===== src/rtl/ps2_uart_bridge.sv =====
// ps2_uart_bridge: PS/2 scan bytes to UART characters (ASCII or hex dump) through a character FIFO.
// Optional caps-lock support under KB_CAPS_LOCK_EN.
module ps2_uart_bridge #(
  parameter int FIFO_W = 4
) (
  input  logic       clk,
  input  logic       reset,
  input  logic       scan_tick,
  input  logic [7:0] scan_code,
  input  logic       hex_mode,
  input  logic       tx_full,
  output logic       wr_uart,
  output logic [7:0] w_data,
  output logic       ovf,
  output logic       shift_on,
  output logic       caps_on
);
  typedef enum logic [1:0] {IDLE, BRK, EXT, EXT_BRK} st_t;
  st_t st, n_st;
  logic hex_q, busy, take, mode, is_pfx, is_shift, make, pop, push_ok, empty, full;
  logic [31:0] f_buf, n_buf;
  logic [2:0] f_len, n_len;
  logic [8:0] asc;
  logic [7:0] mem [0:(1<<FIFO_W)-1];
  logic [FIFO_W-1:0] wp, rp;
  logic [FIFO_W:0] cnt;

  function automatic logic [7:0] hx(input logic [3:0] n);
    return n < 4'd10 ? 8'h30 + {4'h0, n} : 8'h37 + {4'h0, n};
  endfunction

  // Returns {valid, char}; letters are lowercase unless up is set.
  function automatic logic [8:0] lookup(input logic [7:0] c, input logic up);
    logic [8:0] r;
    r = 9'h0;
    case (c)
      8'h1C: r = 9'h161; 8'h32: r = 9'h162; 8'h21: r = 9'h163; 8'h23: r = 9'h164;
      8'h24: r = 9'h165; 8'h2B: r = 9'h166; 8'h34: r = 9'h167; 8'h33: r = 9'h168;
      8'h43: r = 9'h169; 8'h3B: r = 9'h16A; 8'h42: r = 9'h16B; 8'h4B: r = 9'h16C;
      8'h3A: r = 9'h16D; 8'h31: r = 9'h16E; 8'h44: r = 9'h16F; 8'h4D: r = 9'h170;
      8'h15: r = 9'h171; 8'h2D: r = 9'h172; 8'h1B: r = 9'h173; 8'h2C: r = 9'h174;
      8'h3C: r = 9'h175; 8'h2A: r = 9'h176; 8'h1D: r = 9'h177; 8'h22: r = 9'h178;
      8'h35: r = 9'h179; 8'h1A: r = 9'h17A;
      8'h45: r = 9'h130; 8'h16: r = 9'h131; 8'h1E: r = 9'h132; 8'h26: r = 9'h133;
      8'h25: r = 9'h134; 8'h2E: r = 9'h135; 8'h36: r = 9'h136; 8'h3D: r = 9'h137;
      8'h3E: r = 9'h138; 8'h46: r = 9'h139;
      8'h29: r = 9'h120; 8'h5A: r = 9'h10D; 8'h66: r = 9'h108;
      default: r = 9'h0;
    endcase
    if (up && r[7:0] >= 8'h61) r[5] = 1'b0;
    return r;
  endfunction

  always_comb begin
    busy = f_len != 3'd0;
    take = scan_tick && !busy;
    mode = st == IDLE ? hex_mode : hex_q;
    is_pfx = scan_code == 8'hF0 || scan_code == 8'hE0;
    is_shift = scan_code == 8'h12 || scan_code == 8'h59;
    make = st == IDLE && !is_pfx;
    asc = lookup(scan_code, shift_on ^ caps_on);
    n_st = st == IDLE ? (scan_code == 8'hF0 ? BRK : scan_code == 8'hE0 ? EXT : IDLE)
         : st == EXT ? (scan_code == 8'hF0 ? EXT_BRK : IDLE) : IDLE;
    // First character sits in the low byte and is shifted out one per cycle.
    n_buf = mode ? {is_pfx ? 16'h0020 : 16'h0A0D, hx(scan_code[3:0]), hx(scan_code[7:4])}
                 : {24'h0, asc[7:0]};
    n_len = mode ? (is_pfx ? 3'd3 : 3'd4) : (make && asc[8] ? 3'd1 : 3'd0);
    empty = cnt == '0;
    full = cnt[FIFO_W];
    pop = !empty && !tx_full;
    push_ok = busy && (!full || pop);
    wr_uart = pop;
    w_data = empty ? 8'h00 : mem[rp];
  end

  always_ff @(posedge clk or posedge reset) begin
    if (reset) begin
      st <= IDLE;
      hex_q <= 1'b0;
      f_buf <= '0;
      f_len <= 3'd0;
      shift_on <= 1'b0;
      ovf <= 1'b0;
      wp <= '0;
      rp <= '0;
      cnt <= '0;
    end else begin
      if (busy) begin
        f_buf <= f_buf >> 8;
        f_len <= f_len - 3'd1;
      end
      if (take) begin
        st <= n_st;
        hex_q <= mode;
        f_buf <= n_buf;
        f_len <= n_len;
        if (!mode && make && is_shift) shift_on <= 1'b1;
        else if (!mode && st == BRK && is_shift) shift_on <= 1'b0;
      end
      if ((scan_tick && busy) || (busy && full && !pop)) ovf <= 1'b1;
      if (push_ok) wp <= wp + 1'b1;
      if (pop) rp <= rp + 1'b1;
      cnt <= cnt + {{FIFO_W{1'b0}}, push_ok} - {{FIFO_W{1'b0}}, pop};
    end
  end

  always_ff @(posedge clk) if (push_ok) mem[wp] <= f_buf[7:0];

`ifdef KB_CAPS_LOCK_EN
  always_ff @(posedge clk or posedge reset) begin
    if (reset) caps_on <= 1'b0;
    else if (take && !mode && make && scan_code == 8'h58) caps_on <= !caps_on;
  end
`else
  assign caps_on = 1'b0;
`endif
endmodule


===== config.mk =====
export PLATFORM = sky130hd
export DESIGN_NAME = ps2_uart_bridge
export DESIGN_NICKNAME = d
export VERILOG_FILES = /design/src/rtl/ps2_uart_bridge.sv
export SDC_FILE = /design/constraint.sdc
export NUM_CORES = 1
export LEC_CHECK = 0
export ABC_AREA = 0
export BUFFER_PORTS_ARGS = -buffer_cell sky130_fd_sc_hd__buf_2
export CAP_MARGIN = 20
export CORE_UTILIZATION = 55
export DETAILED_ROUTE_END_ITERATION = 10
export GPL_TIMING_DRIVEN = 0
export MAX_ROUTING_LAYER = met4
export PLACE_DENSITY = 0.7
export SLEW_MARGIN = 20
export SYNTH_ARGS = -nofsm -noshare
export SYNTH_HDL_FRONTEND = slang
export SYNTH_SLANG_ARGS = --single-unit

===== constraint.sdc =====
create_clock -name clk -period 5.7 [get_ports clk]
set_input_delay 0.855 -clock clk [delete_from_list [all_inputs] [get_ports clk]]
set_output_delay 0.855 -clock clk [all_outputs]
set_load 0.02 [all_outputs]

=== Yosys cells after proc, flatten, opt, wreduce, memory -nomap -nowiden ===
Memory sizes are Yosys's and may differ from the RTL's.
Cells that the tools add are included.

* Reduce and logical (&&, ||, !) cells: 30
* Mux-type cells: 24
* Equal/unequal tests: 6
* Add/sub/neg operators: 9
* $lt $le $gt $ge: 3

{| class="wikitable"
|+ Operator list
! operator !! count
|-
| two-way mux 32 bit || 2
|-
| adder 6 x 4 -> 7 bit, first input constant || 4
|-
| two-way mux 28 bit || 1
|-
| equality test 8 bit, second input constant || 2
|-
| two-way mux 7 bit || 2
|-
| logical AND 1 bit || 13
|-
| two-way mux 12 bit || 1
|-
| two-way mux 3 bit || 4
|-
| two-way mux 2 bit || 5
|-
| two-way mux 9 bit || 1
|-
| adder 4 x 1 -> 4 bit, second input constant || 2
|-
| equality test 8 x 5 -> 1 bit, second input constant || 1
|-
| equality test 8 x 7 -> 1 bit, second input constant || 1
|-
| >= comparator 8 x 7 -> 1 bit, second input constant || 1
|-
| < comparator 4 bit, second input constant || 2
|-
| two-way mux 8 bit || 1
|-
| logical NOT 1 bit || 7
|-
| two-way mux 1 bit || 7
|-
| adder 5 x 1 -> 5 bit || 1
|-
| logical NOT 5 bit || 1
|-
| subtractor 5 x 1 -> 5 bit || 1
|-
| logical OR 1 bit || 4
|-
| nonzero test 2 bit || 2
|-
| nonzero test 3 bit || 1
|-
| 5 further kinds || 5
|}

* Logic and storage cells: 83
* Memories: 2
* Flip-flop bits (word level): 53
* Memory bits (read-only): 1,024
* Memory bits (writable): 128
* Output and inout port bits: 12
* Bits of input ports: 13

{| class="wikitable"
|+ Memories
! memory !! depth !! width !! rd ports !! clocked after memory_dff !! wr ports !! line !! RTL
|-
| (no name shown) || 128 || 8 || 1 || 0 || 0 || 36 || <nowiki>case (c)</nowiki>
|-
| mem || 16 || 8 || 1 || 0 || 1 || 24 || <nowiki>logic [7:0] mem [0:(1<<FIFO_W)-1];</nowiki>
|}

=== Logic depth before layout (Yosys ltp) ===
Gate-level depths: netlist of the first run.

* Word-level depth: 8
* Depth in mapped cells: 14
* Mapped depth without buffers: 14

=== Least setup slack after synthesis of the first run ===
No wires, ideal clock.

* Path kind: reg-to-reg
* Start: reg cnt[3]
* End: reg cnt[4]
* Slack: 2.578 ns
* Data required time: 5.575 ns
* Period minus slack after synthesis: 3.122 ns
* Data arrival time: 2.997 ns
* Buffers on the path: 0
* Cell stages (with the launch flop): 15
* Setup time: 0.125 ns
* Path through: dfrtp_1 inv_1 ha_1 nor4b_1 nor2_1 ha_1 inv_1 ha_1 inv_1 fa_1 inv_1 a21oi_1 nor2_1 nor2_1 xnor2_1

* Word-level cells in the longest chain between the ends: 7

{| class="wikitable"
|+ Ends and longest elaborated chain
! element !! line !! RTL
|-
| start, declared || 26 || <nowiki>logic [FIFO_W:0] cnt;</nowiki>
|-
| start signal, assigned || 103 || <nowiki>cnt <= cnt + {{FIFO_W{1'b0}}, push_ok} - {{FIFO_W{1'b0}}, pop};</nowiki>
|-
| logical NOT 5 bit (*) || 68 || <nowiki>empty = cnt == '0;</nowiki>
|-
| logical NOT 1 bit (*) || 70 || <nowiki>pop = !empty && !tx_full;</nowiki>
|-
| logical AND 1 bit (*) || 70 ||
|-
| net wr_uart || 12 || <nowiki>output logic wr_uart,</nowiki>
|-
| logical OR 1 bit || 71 || <nowiki>push_ok = busy && (!full || pop);</nowiki>
|-
| logical AND 1 bit || 71 ||
|-
| adder 5 x 1 -> 5 bit || 103 ||
|-
| subtractor 5 x 1 -> 5 bit (*) || 103 ||
|}

Mark *: on every way through the listed nets, which the timed path passes. The rest lies on a longest branch.
A chain may end at the register's enable or synchronous reset.

=== Worst setup path after layout of the first run ===
* Start: reg rp[1]
* End: out w_data[5]

* Word-level cells in the longest chain between the ends: 2

{| class="wikitable"
|+ Ends and longest elaborated chain
! element !! line !! RTL
|-
| start, declared || 25 || <nowiki>logic [FIFO_W-1:0] wp, rp;</nowiki>
|-
| start signal, assigned || 102 || <nowiki>if (pop) rp <= rp + 1'b1;</nowiki>
|-
| memory (16 x 8 bit) || n/a ||
|-
| two-way mux 8 bit || 73 || <nowiki>w_data = empty ? 8'h00 : mem[rp];</nowiki>
|-
| end, declared || 13 || <nowiki>output logic [7:0] w_data,</nowiki>
|}

No other way between the ends.

==> flow_summary.ini, run 1 <==
[critical_path]
timing.reg2reg.setup_slack_ps = 2520
crit_required_ps = 4850
path_class = reg2out
cp-end-kind = primary output
path_max_fanout = 10
critPathLaunchType = flop
worst_ep_arrival_time_ps = 2670

[power_and_ir_drop]
power_density_mw_per_mm2 = 503.5
seq_pwr_share = 0.399
leakage_nw = 3.207
internal_power_mw = 2.883
power_frac_comb = 0.328
sw_frac_of_total = 0.3338
clockPowerShare = 0.273
irDropWorstVdd_mv = 0.2715
p_sw_mw = 1.444

[clock_network]
clock_tree_from_tritoncts = done
cts-htree-levels = 4
clock_sink_count = 151
cts-buffers-inserted = 17
clk_pin_slew_worst_paths_ps = 60
post-cts-setup-buffers = 0
cts.hold.buffers_added = 0
clock_latency_reported_for_the_late_side_of_the_worst_skew_pair_ps = 420
cts_buffer_depth = 2
clockRootBuffer = sky130_fd_sc_hd__clkbuf_16
number_of_cells_upsized_or_downsized_after_cts = 0

[detailed_routing]
detail_route.wl_per_cell_um = 22.32
initialDrtViolationCount = 522
route.vias.total = 4973
drt_wl_total_um = 17790
drt.antenna.violating_nets = 0
vias_per_cell = 6.240
firstDrtPassIters = 5
drc = 0

[floorplan]
floorplan.initialDensity = 0.5689
fp.coreArea_mm2 = 0.01335
num_io_pins = 25
die_x_um = 119.5
vertical_die_dimension_um = 119.5
placement_rows = 42
die_area_mm2 = 0.01428

[place]
gp_congestion = 0.9298
number_of_buffers_added_on_ports = 20
dp_slack_ps = 2003
detailed_place.area_mm2 = 0.007969
detailed_place_hpwl_um = 12060

[finish]
finish.instance_area_mm2 = 0.008594
postLayoutCoreUtil = 0.6439
diodes = 0
combined_flip_flop_and_latch_cell_area_mm2 = 0.004339
layout_commonest_cell = sky130_fd_sc_hd__edfxtp_1
multi_input_comb_area_mm2 = 0.002964
layout-area-overhead-vs-synth_pct = 13.18
number_of_nets_in_the_layout = 648
n_fill_cell = 1007
commonest_cells_after_routing_fill_and_taps_aside = sky130_fd_sc_hd__edfxtp_1, sky130_fd_sc_hd__dfrtp_1, sky130_fd_sc_hd__a21oi_1
drive_above_1_share = 0.2174

[sta]
finalSetupViolations = 0
hold_slack_ps = 372.0
finalMaxSlewViolations = 0
timing.setup.tns_ps = 0
period_minus_slack_ps = 3522
worst_slew_margin_rel = 0.3897
clock.fmax_ghz = 0.2840
worst-slew-pin-transition_ps = 915.5
rsz0062_at_grt = no
hold_viol_final = 0
final.setup.worst_slack_ps = 2178
clock-skew-final_ps = 6.818
finalCritPeriodShare = 0.6178

[grt]
number_of_antenna_violations_at_the_first_check_in_global_routing = 0
grt_util_all_layers = 0.2776
grt_pass1_wl_um = 28270
grt_start_max_net_pins = 28
vias_in_the_first_global_route = 5070
grt-ovfl-total = 0

[logic_synthesis]
synth_sequential_area_ratio = 0.5714
avgSynthCellArea_um2 = 13.42
synthTopCellsByArea = sky130_fd_sc_hd__edfxtp_1, sky130_fd_sc_hd__dfrtp_1, sky130_fd_sc_hd__mux4_2
post-synth-top-area-cell = sky130_fd_sc_hd__edfxtp_1
synth_top_area_share = 0.4429
yosys_register_bits = 151
number_of_enable_flip_flop_cells_after_synthesis = 112
synth-async-reset-ratio = 0.2583
ys.warnings.count = 0
synth-main-ff-cell = sky130_fd_sc_hd__edfxtp_1
netlist_area_mm2 = 0.007594
synth.distinct_cells = 73
post_synthesis_cell_count = 566

[worst_hold_path]
min-delay-path-class = in2async

[run_status]
outcome = completed

[run]
number_of_max_cap_violations = 0
## cells by family (layout without fill, tap and decap cells)
logic type | Yosys count | in the layout | synth area share
buffers and inverters | 66 | 120 | 0.04218
DFF | 151 | 151 | 0.5714
and+or+nand+nor | 139 | 139 | 0.09837
xor gates and xnor gates | 13 | 13 | 0.01499
muxes | 46 | 46 | 0.1201
other | 1 | 2 | 0.0004938
adders and majority gates | 27 | 27 | 0.04548
AOI/OAI and AO/OA | 123 | 123 | 0.1069
## sequential cells by signal, indices dropped and copies added (netlist names)
signal    cells
mem         112
f_buf        18
cnt           5
rp            4
wp            4
f_len         3
st            2
hex_q         1
ovf           1
shift_on      1
## worst max-delay path, cell delays in order, from the launching register on
cell,delay (ps)
sky130_fd_sc_hd__dfrtp_1,410
sky130_fd_sc_hd__clkbuf_1,570
sky130_fd_sc_hd__mux4_2,460
sky130_fd_sc_hd__mux4_2,500
sky130_fd_sc_hd__nor2b_1,150
sky130_fd_sc_hd__buf_2,160
## power by group through the flow
stage / clock (mW) / combinational, mW / sequential, mW
2_1_floorplan: 0 / 1.05 / 1.65
4_1_cts: 1.19 / 1.44 / 1.72
5_1_grt: 1.23 / 1.56 / 1.75
6_report: 1.18 / 1.42 / 1.72
3_3_place_gp: 0 / 1.36 / 1.71
3_5_place_dp: 0 / 1.42 / 1.73
## Yosys cell counts (7+ instances only)
library cell               number
sky130_fd_sc_hd__nor3_1        10
sky130_fd_sc_hd__and2_1        11
sky130_fd_sc_hd__mux4_2        35
sky130_fd_sc_hd__nor2b_1       16
sky130_fd_sc_hd__nand2b_1       9
sky130_fd_sc_hd__nand3_1       11
sky130_fd_sc_hd__dfrtp_1       39
sky130_fd_sc_hd__a21oi_1       36
sky130_fd_sc_hd__edfxtp_1     112
sky130_fd_sc_hd__nor2_1        25
sky130_fd_sc_hd__clkbuf_1      14
sky130_fd_sc_hd__mux2_2         7
sky130_fd_sc_hd__ha_1          26
sky130_fd_sc_hd__o21ai_0       27
sky130_fd_sc_hd__a31oi_1        7
sky130_fd_sc_hd__nand2_1       29
sky130_fd_sc_hd__xnor2_1       11
sky130_fd_sc_hd__buf_2         10
sky130_fd_sc_hd__inv_1         25
## worst paths after layout
kind                            from   endpoint  depth (start not counted)
max                            rp[1]  w_data[5]                          5
min                            reset   f_len[2]                          2
max reg2reg                 f_len[0]  mem[3][5]                          7
min reg2reg                f_buf[21]  f_buf[21]                          1
max in group asynchronous      reset   f_buf[5]                          3
min in group clk           f_buf[21]  f_buf[21]                          1
## area by class of cell
type                    count  share of cell area
plain buffers              37             0.02460
clock buffers              18             0.04993
clock inverters            14             0.02286
inverters                  29             0.01267
multi-input cells         350              0.3449
flip-flops and latches    151              0.5049
well taps                 176             0.02562
repair buffers             22             0.01456
## metal layers
layer	part of all wire	routed length, um	vias to the layer above	GRT usage
met5	0	0	-	-
met4	0.020	357	0	0.09141
met3	0.057	1008	33	0.04325
met2	0.52	9261	188	0.4743
met1	0.40	7160	2514	0.3393
li1	-	-	2238	-
## metrics by stage
| stage | total power, mW | std cells |
|---|---|---|
| after floorplan | 2.696 | 567 |
| after global placement | 3.069 | 763 |
| after detailed placement | 3.153 | 765 |
| after CTS | 4.354 | 797 |
| after global routing | 4.540 | 797 |
| final | 4.327 | 797 |
(Power assumes the default switching activity.)
==> run 2: changes to the inputs <==
--- a/config.mk
+++ b/config.mk
@@ -12,7 +12,7 @@
 export DETAILED_ROUTE_END_ITERATION = 10
 export GPL_TIMING_DRIVEN = 0
 export MAX_ROUTING_LAYER = met4
-export PLACE_DENSITY = 0.7
+export PLACE_DENSITY = 0.73
 export SLEW_MARGIN = 20
 export SYNTH_ARGS = -nofsm -noshare
 export SYNTH_HDL_FRONTEND = slang
==> constraint.sdc (replaced) <==
create_clock -name clk -period 2.9 [get_ports clk]
set_input_delay 0.435 -clock clk [delete_from_list [all_inputs] [get_ports clk]]
set_output_delay 0.435 -clock clk [all_outputs]
set_load 0.02 [all_outputs]
==> run 2 against run 1 <==
Against the previous run: the flow now finishes with violations (setup timing); count of clock-buffer cells in the layout down 1; total power up 98%; clock power up 90%; cell count up 0.25%; largest cell class unchanged; highest routed layer unchanged.
==> flow_summary.ini, run 2 (synthesized netlist as in run 1, its figures left out) <==
[power_and_ir_drop]
sw_frac_of_total = 0.3444
irDropWorstVdd_mv = 0.6704
clockPowerShare = 0.262
seq_pwr_share = 0.398
power_density_mw_per_mm2 = 987.5
power_frac_comb = 0.340
internal_power_mw = 5.615
leakage_nw = 3.260
p_sw_mw = 2.950

[worst_hold_path]
min-delay-path-class = in2reg

[clock_network]
clk_pin_slew_worst_paths_ps = 60
cts_buffer_depth = 2
clock_tree_from_tritoncts = done
clockRootBuffer = sky130_fd_sc_hd__clkbuf_16
clock_latency_reported_for_the_late_side_of_the_worst_skew_pair_ps = 430
cts-htree-levels = 4
clock_sink_count = 151
cts-buffers-inserted = 17

[floorplan]
vertical_die_dimension_um = 119.5
die_x_um = 119.5
fp.coreArea_mm2 = 0.01335
num_io_pins = 25
die_area_mm2 = 0.01428
placement_rows = 42
floorplan.initialDensity = 0.5689

[place]
detailed_place.area_mm2 = 0.007964
gp_congestion = 0.9332
detailed_place_hpwl_um = 11790
number_of_buffers_added_on_ports = 20
dp_slack_ps = -446.4

[grt]
grt_pass1_wl_um = 27840
grt_start_max_net_pins = 37
grt_util_all_layers = 0.2755
number_of_antenna_violations_at_the_first_check_in_global_routing = 0
vias_in_the_first_global_route = 5007
grt-ovfl-total = 0

[detailed_routing]
vias_per_cell = 6.340
firstDrtPassIters = 5
drt.antenna.violating_nets = 0
drc = 0
detail_route.wl_per_cell_um = 22.27
drt_wl_total_um = 17790
initialDrtViolationCount = 543
route.vias.total = 5066

[sta]
period_minus_slack_ps = 2910
finalSetupViolations = 1
clock-skew-final_ps = 6.780
hold_viol_final = 0
finalCritPeriodShare = 1.003
final.setup.worst_slack_ps = -9.606
worst_slew_margin_rel = 0.5139
rsz0062_at_grt = yes
worst-slew-pin-transition_ps = 725.2
clock.fmax_ghz = 0.3437
finalMaxSlewViolations = 0

[critical_path]
path_class = reg2out
crit_required_ps = 2470
path_max_fanout = 10
critPathLaunchType = flop
critical_path.cell_chain = buf_12, mux4_2, mux4_2, nor2b_1, buf_2
cp-end-kind = primary output
critical-path-slowest-cell = sky130_fd_sc_hd__mux4_2
crit_path_max_incr_delay_ps = 580
critPathMostFrequentCell = sky130_fd_sc_hd__mux4_2
worst_ep_arrival_time_ps = 2470

[finish]
number_of_nets_in_the_layout = 650
commonest_cells_after_routing_fill_and_taps_aside = sky130_fd_sc_hd__edfxtp_1, sky130_fd_sc_hd__dfrtp_1, sky130_fd_sc_hd__a21oi_1, sky130_fd_sc_hd__mux4_2, sky130_fd_sc_hd__nand2_1
diodes = 0
largest-register = mem
drive_above_1_share = 0.2343
layout-area-overhead-vs-synth_pct = 14.22
finish.instance_area_mm2 = 0.008673
layout_commonest_cell = sky130_fd_sc_hd__edfxtp_1
reg_top3 = mem x112, f_buf x18, cnt x5
largest_register_ff_count = 112
postLayoutCoreUtil = 0.6498

[run_status]
outcome = finished, violations left
violations = setup timing

[run]
number_of_max_cap_violations = 0
run 2: changes by cell type in the layout (fill, tap and decap cells not counted), moves of 3 or more:
cell,previous run,this run
sky130_fd_sc_hd__buf_2,31,27
sky130_fd_sc_hd__inv_8,0,3
sky130_fd_sc_hd__buf_4,6,9
sky130_fd_sc_hd__clkinvlp_4,3,0
sky130_fd_sc_hd__clkbuf_2,0,4
sky130_fd_sc_hd__clkbuf_1,15,9
run 2: critical path, delay by kind of cell (launching register included):
kind / cells / cell delay (ps)
buffers and inverters: 2 / 320
DFF: 1 / 460
muxes: 2 / 1100
and+or+nand+nor: 1 / 150
run 2: path summary, 6_finish.rpt:
path,from,slack (ps),end,depth (start not counted)
worst max-delay path,rp[0],-10,w_data[1],5
min in group asynchronous,reset,420,cnt[3],3
max in group asynchronous,reset,2070,rp[0],4
worst max register to register,f_len[0],310,cnt[4],13
worst min register to register,ovf,480,ovf,1
worst min-delay path,hex_mode,340,f_len[0],3
run 2: power groups by stage:
stage	sequential, mW	clock, mW	combinational, mW
floorplan	3.25	0	2.06
global placement	3.37	0	2.64
detailed placement	3.41	0	2.77
CTS	3.40	2.26	2.90
global route	3.46	2.33	3.17
finish	3.41	2.24	2.92
run 2: metrics by stage:
step           instances  hold slack, ps  TNS, ps  power, mW
2_1_floorplan        567           444.6        0      5.305
3_5_place_dp         764           317.0    -9373      6.186
6_report             799           342.4   -9.606      8.565
4_1_cts              798           325.6   -21.80      8.558
5_1_grt              799           379.4   -203.8      8.965
3_3_place_gp         763           462.4   -10900      6.010
run 2: what timing repair did:
| item | 4_1_cts | 5_1_grt |
|---|---|---|
| buffers inserted | 1 | 2 |
| endpoints found under the setup margin | 96 | 81 |
| hold buffers | 1 | 0 |
| hold endpoints to repair | 3 | 0 |
| resized for setup | 17 | 5 |
run 2: layout make-up:
cell class	instances	area [um^2]
Buffer	36	247.7
Clock buffer	17	425.4
Clock inverter	15	185.2
Fill cell	981	4674
Inverter	29	108.9
Multi-Input combinational cell	350	2993
Sequential cell	151	4340
Tap cell	176	220.2
Timing Repair Buffer	25	152.6
run 2: layer usage:
metal	wire [um]	GRT usage	vias up
li1	-	-	2245
met1	7132	0.3374	2533
met2	9059	0.4476	247
met3	1161	0.06321	41
met4	439	0.1063	0
met5	0	-	-
==> run 3: changes to the inputs <==
--- a/config.mk
+++ b/config.mk
@@ -8,11 +8,12 @@
 export ABC_AREA = 0
 export BUFFER_PORTS_ARGS = -buffer_cell sky130_fd_sc_hd__buf_2
 export CAP_MARGIN = 20
-export CORE_UTILIZATION = 55
+export CORE_UTILIZATION = 41
+export CTS_BUF_LIST = sky130_fd_sc_hd__clkbuf_4 sky130_fd_sc_hd__clkbuf_8
 export DETAILED_ROUTE_END_ITERATION = 10
 export GPL_TIMING_DRIVEN = 0
 export MAX_ROUTING_LAYER = met4
-export PLACE_DENSITY = 0.73
+export PLACE_DENSITY = 0.57
 export SLEW_MARGIN = 20
 export SYNTH_ARGS = -nofsm -noshare
 export SYNTH_HDL_FRONTEND = slang
==> run 3 against run 2 <==
Against the previous run: the run ends with DRC, setup timing left; critical path depth up 1; count of clock-buffer cells in the layout rose by 2; sequential power about the same; sequential share of layout area hardly changed; register-to-register slack got worse by 40 ps; fmax down 0.45%; die area is 34% higher; clock skew is 2.8 ps higher; cell area hardly changed; via count fell by 2.9%; flip-flop and latch count unchanged; critical path type unchanged; critical endpoint is now w_data[3]; largest cell class unchanged; largest power group unchanged; highest routed layer unchanged.
==> flow_summary.ini, run 3 (synthesized netlist as in run 1, its figures left out) <==
[run_status]
outcome = finished, violations left
violations = DRC, setup timing

[finish]
diodes = 0
reg_top3 = mem x112, f_buf x18, cnt x5
finalNonFillerCells = 854
largest_register_ff_count = 112
commonest_cells_after_routing_fill_and_taps_aside = sky130_fd_sc_hd__edfxtp_1, sky130_fd_sc_hd__dfrtp_1, sky130_fd_sc_hd__a21oi_1, sky130_fd_sc_hd__mux4_2, sky130_fd_sc_hd__nand2_1
drive_above_1_share = 0.2384
n_fill_cell = 1618
layout_commonest_cell = sky130_fd_sc_hd__edfxtp_1
multi_input_comb_area_mm2 = 0.003037
finish.instance_area_mm2 = 0.008668
layout-area-overhead-vs-synth_pct = 14.15
postLayoutCoreUtil = 0.4793
largest-register = mem
number_of_nets_in_the_layout = 653
combined_flip_flop_and_latch_cell_area_mm2 = 0.004340

[critical_path]
number_of_cells_on_the_worst_reg_to_reg_path = 7
crit_required_ps = 2470
path_max_fanout = 6
path_class = reg2out
critical-path-slowest-cell = sky130_fd_sc_hd__mux4_2
critical_path.cell_chain = buf_12, buf_12, mux4_2, mux4_2, nor2b_4, buf_6
cp-end-kind = primary output
critPathLaunchType = flop
worst_ep_arrival_time_ps = 2490
crit_path_max_incr_delay_ps = 540

[sta]
timing.setup.tns_ps = -22.68
finalSetupViolations = 1
hold_viol_final = 0
finalCritPeriodShare = 1.008
final.setup.worst_slack_ps = -22.68
finalMaxSlewViolations = 0
worst_slew_margin_rel = 0.4892
clock-skew-final_ps = 9.560
rsz0062_at_grt = yes
period_minus_slack_ps = 2923
clock.fmax_ghz = 0.3422
hold_slack_ps = 310.7
worst-slew-pin-transition_ps = 762.0

[clock_network]
cts-buffers-inserted = 17
clockRootBuffer = sky130_fd_sc_hd__clkbuf_8
clock_latency_reported_for_the_late_side_of_the_worst_skew_pair_ps = 450
clk_pin_slew_worst_paths_ps = 80
clock_tree_from_tritoncts = done
clock_sink_count = 151
cts_buffer_depth = 2
cts-htree-levels = 4

[power_and_ir_drop]
seq_pwr_share = 0.415
power_density_mw_per_mm2 = 940.9
clockPowerShare = 0.184
power_frac_comb = 0.401
leakage_nw = 3.232
sw_frac_of_total = 0.3375
p_sw_mw = 2.753
internal_power_mw = 5.404
irDropWorstVdd_mv = 0.3661

[floorplan]
die_area_mm2 = 0.01907
placement_rows = 49
vertical_die_dimension_um = 138.1
floorplan.initialDensity = 0.4199
die_x_um = 138.1
fp.coreArea_mm2 = 0.01809
num_io_pins = 25

[detailed_routing]
detail_route.wl_per_cell_um = 20.50
drt.antenna.violating_nets = 0
firstDrtPassIters = 8
drt_wl_total_um = 17510
route.vias.total = 4920
initialDrtViolationCount = 353
drc = 4
vias_per_cell = 5.761

[grt]
grt_util_all_layers = 0.2004
grt-ovfl-total = 0
number_of_antenna_violations_at_the_first_check_in_global_routing = 0
grt_pass1_wl_um = 27880
vias_in_the_first_global_route = 4989
grt_start_max_net_pins = 34

[place]
gp_congestion = 0.9368
detailed_place_hpwl_um = 11990
detailed_place.area_mm2 = 0.008030
post_placement_cell_count = 817
number_of_buffers_added_on_ports = 20

[worst_hold_path]
min-delay-path-class = in2reg
worstHoldPathCells = 3

[run]
number_of_max_cap_violations = 0
run 3: cell types whose count changed in the layout (fill, tap and decap cells not counted), sizes merged:
cell,before,now
inv,35,29
clkbuf,30,33
clkinv,7,9
buf,47,48
bufbuf,0,1
clkinvlp,0,1
run 3: worst paths after layout:
kind | start | endpoint | slack (ps)
worst max-delay path | rp[0] | w_data[3] | -20
worst min-delay path | hex_mode | f_len[0] | 310
worst max register to register | f_len[0] | mem[12][1] | 270
worst min register to register | ovf | ovf | 480
max in group asynchronous | reset | rp[0] | 2050
min in group asynchronous | reset | cnt[3] | 420
run 3: per-stage QoR:
step | power (mW) | setup slack, ps
floorplan | 5.305 | 160.9
global placement | 6.105 | -521.0
detailed placement | 6.201 | -489.7
CTS | 7.993 | -58.58
global route | 8.623 | -65.75
finish | 8.156 | -22.68
run 3: timing repair:
action / 4_1_cts / 5_1_grt
gates resized for setup: 20 / 25
pin swaps: 0 / 0
hold buffers: 1 / 0
hold endpoints to repair: 6 / 0
gates cloned: 2 / 1
buffers inserted: 3 / 1
endpoints found under the setup margin: 96 / 85
run 3: final cells by class:
cell class | instances | share of cell area
multi-input combinational | 350 | 0.3503
timing repair buffer | 28 | 0.03233
clock inverter | 12 | 0.01270
buffer | 36 | 0.02959
tap | 229 | 0.03305
inverter | 29 | 0.01256
clock buffer | 19 | 0.02872
sequential | 151 | 0.5007
run 3: metal layers:
| layer | track usage | wire (um) |
|---|---|---|
| met1 | 0.2430 | 7560 |
| met5 | - | 0 |
| met2 | 0.3306 | 8837 |
| met4 | 0.07865 | 388 |
| met3 | 0.04018 | 724 |
run 3: worst max-delay path: cells and delay by family, from the launching register on:
| kind | cells | cell delay (ps) |
|---|---|---|
| multiplexers | 2 | 1080 |
| buffers and inverters | 3 | 410 |
| flip-flops | 1 | 400 |
| AND/OR/NAND/NOR | 1 | 150 |
run 3: power groups by stage:
| stage | logic (mW) | clock network (mW) | registers (mW) |
|---|---|---|---|
| after floorplan | 2.06 | 0 | 3.25 |
| after global placement | 2.71 | 0 | 3.39 |
| after detailed placement | 2.77 | 0 | 3.43 |
| after CTS | 3.05 | 1.54 | 3.40 |
| after global routing | 3.55 | 1.62 | 3.45 |
| final | 3.27 | 1.50 | 3.39 |
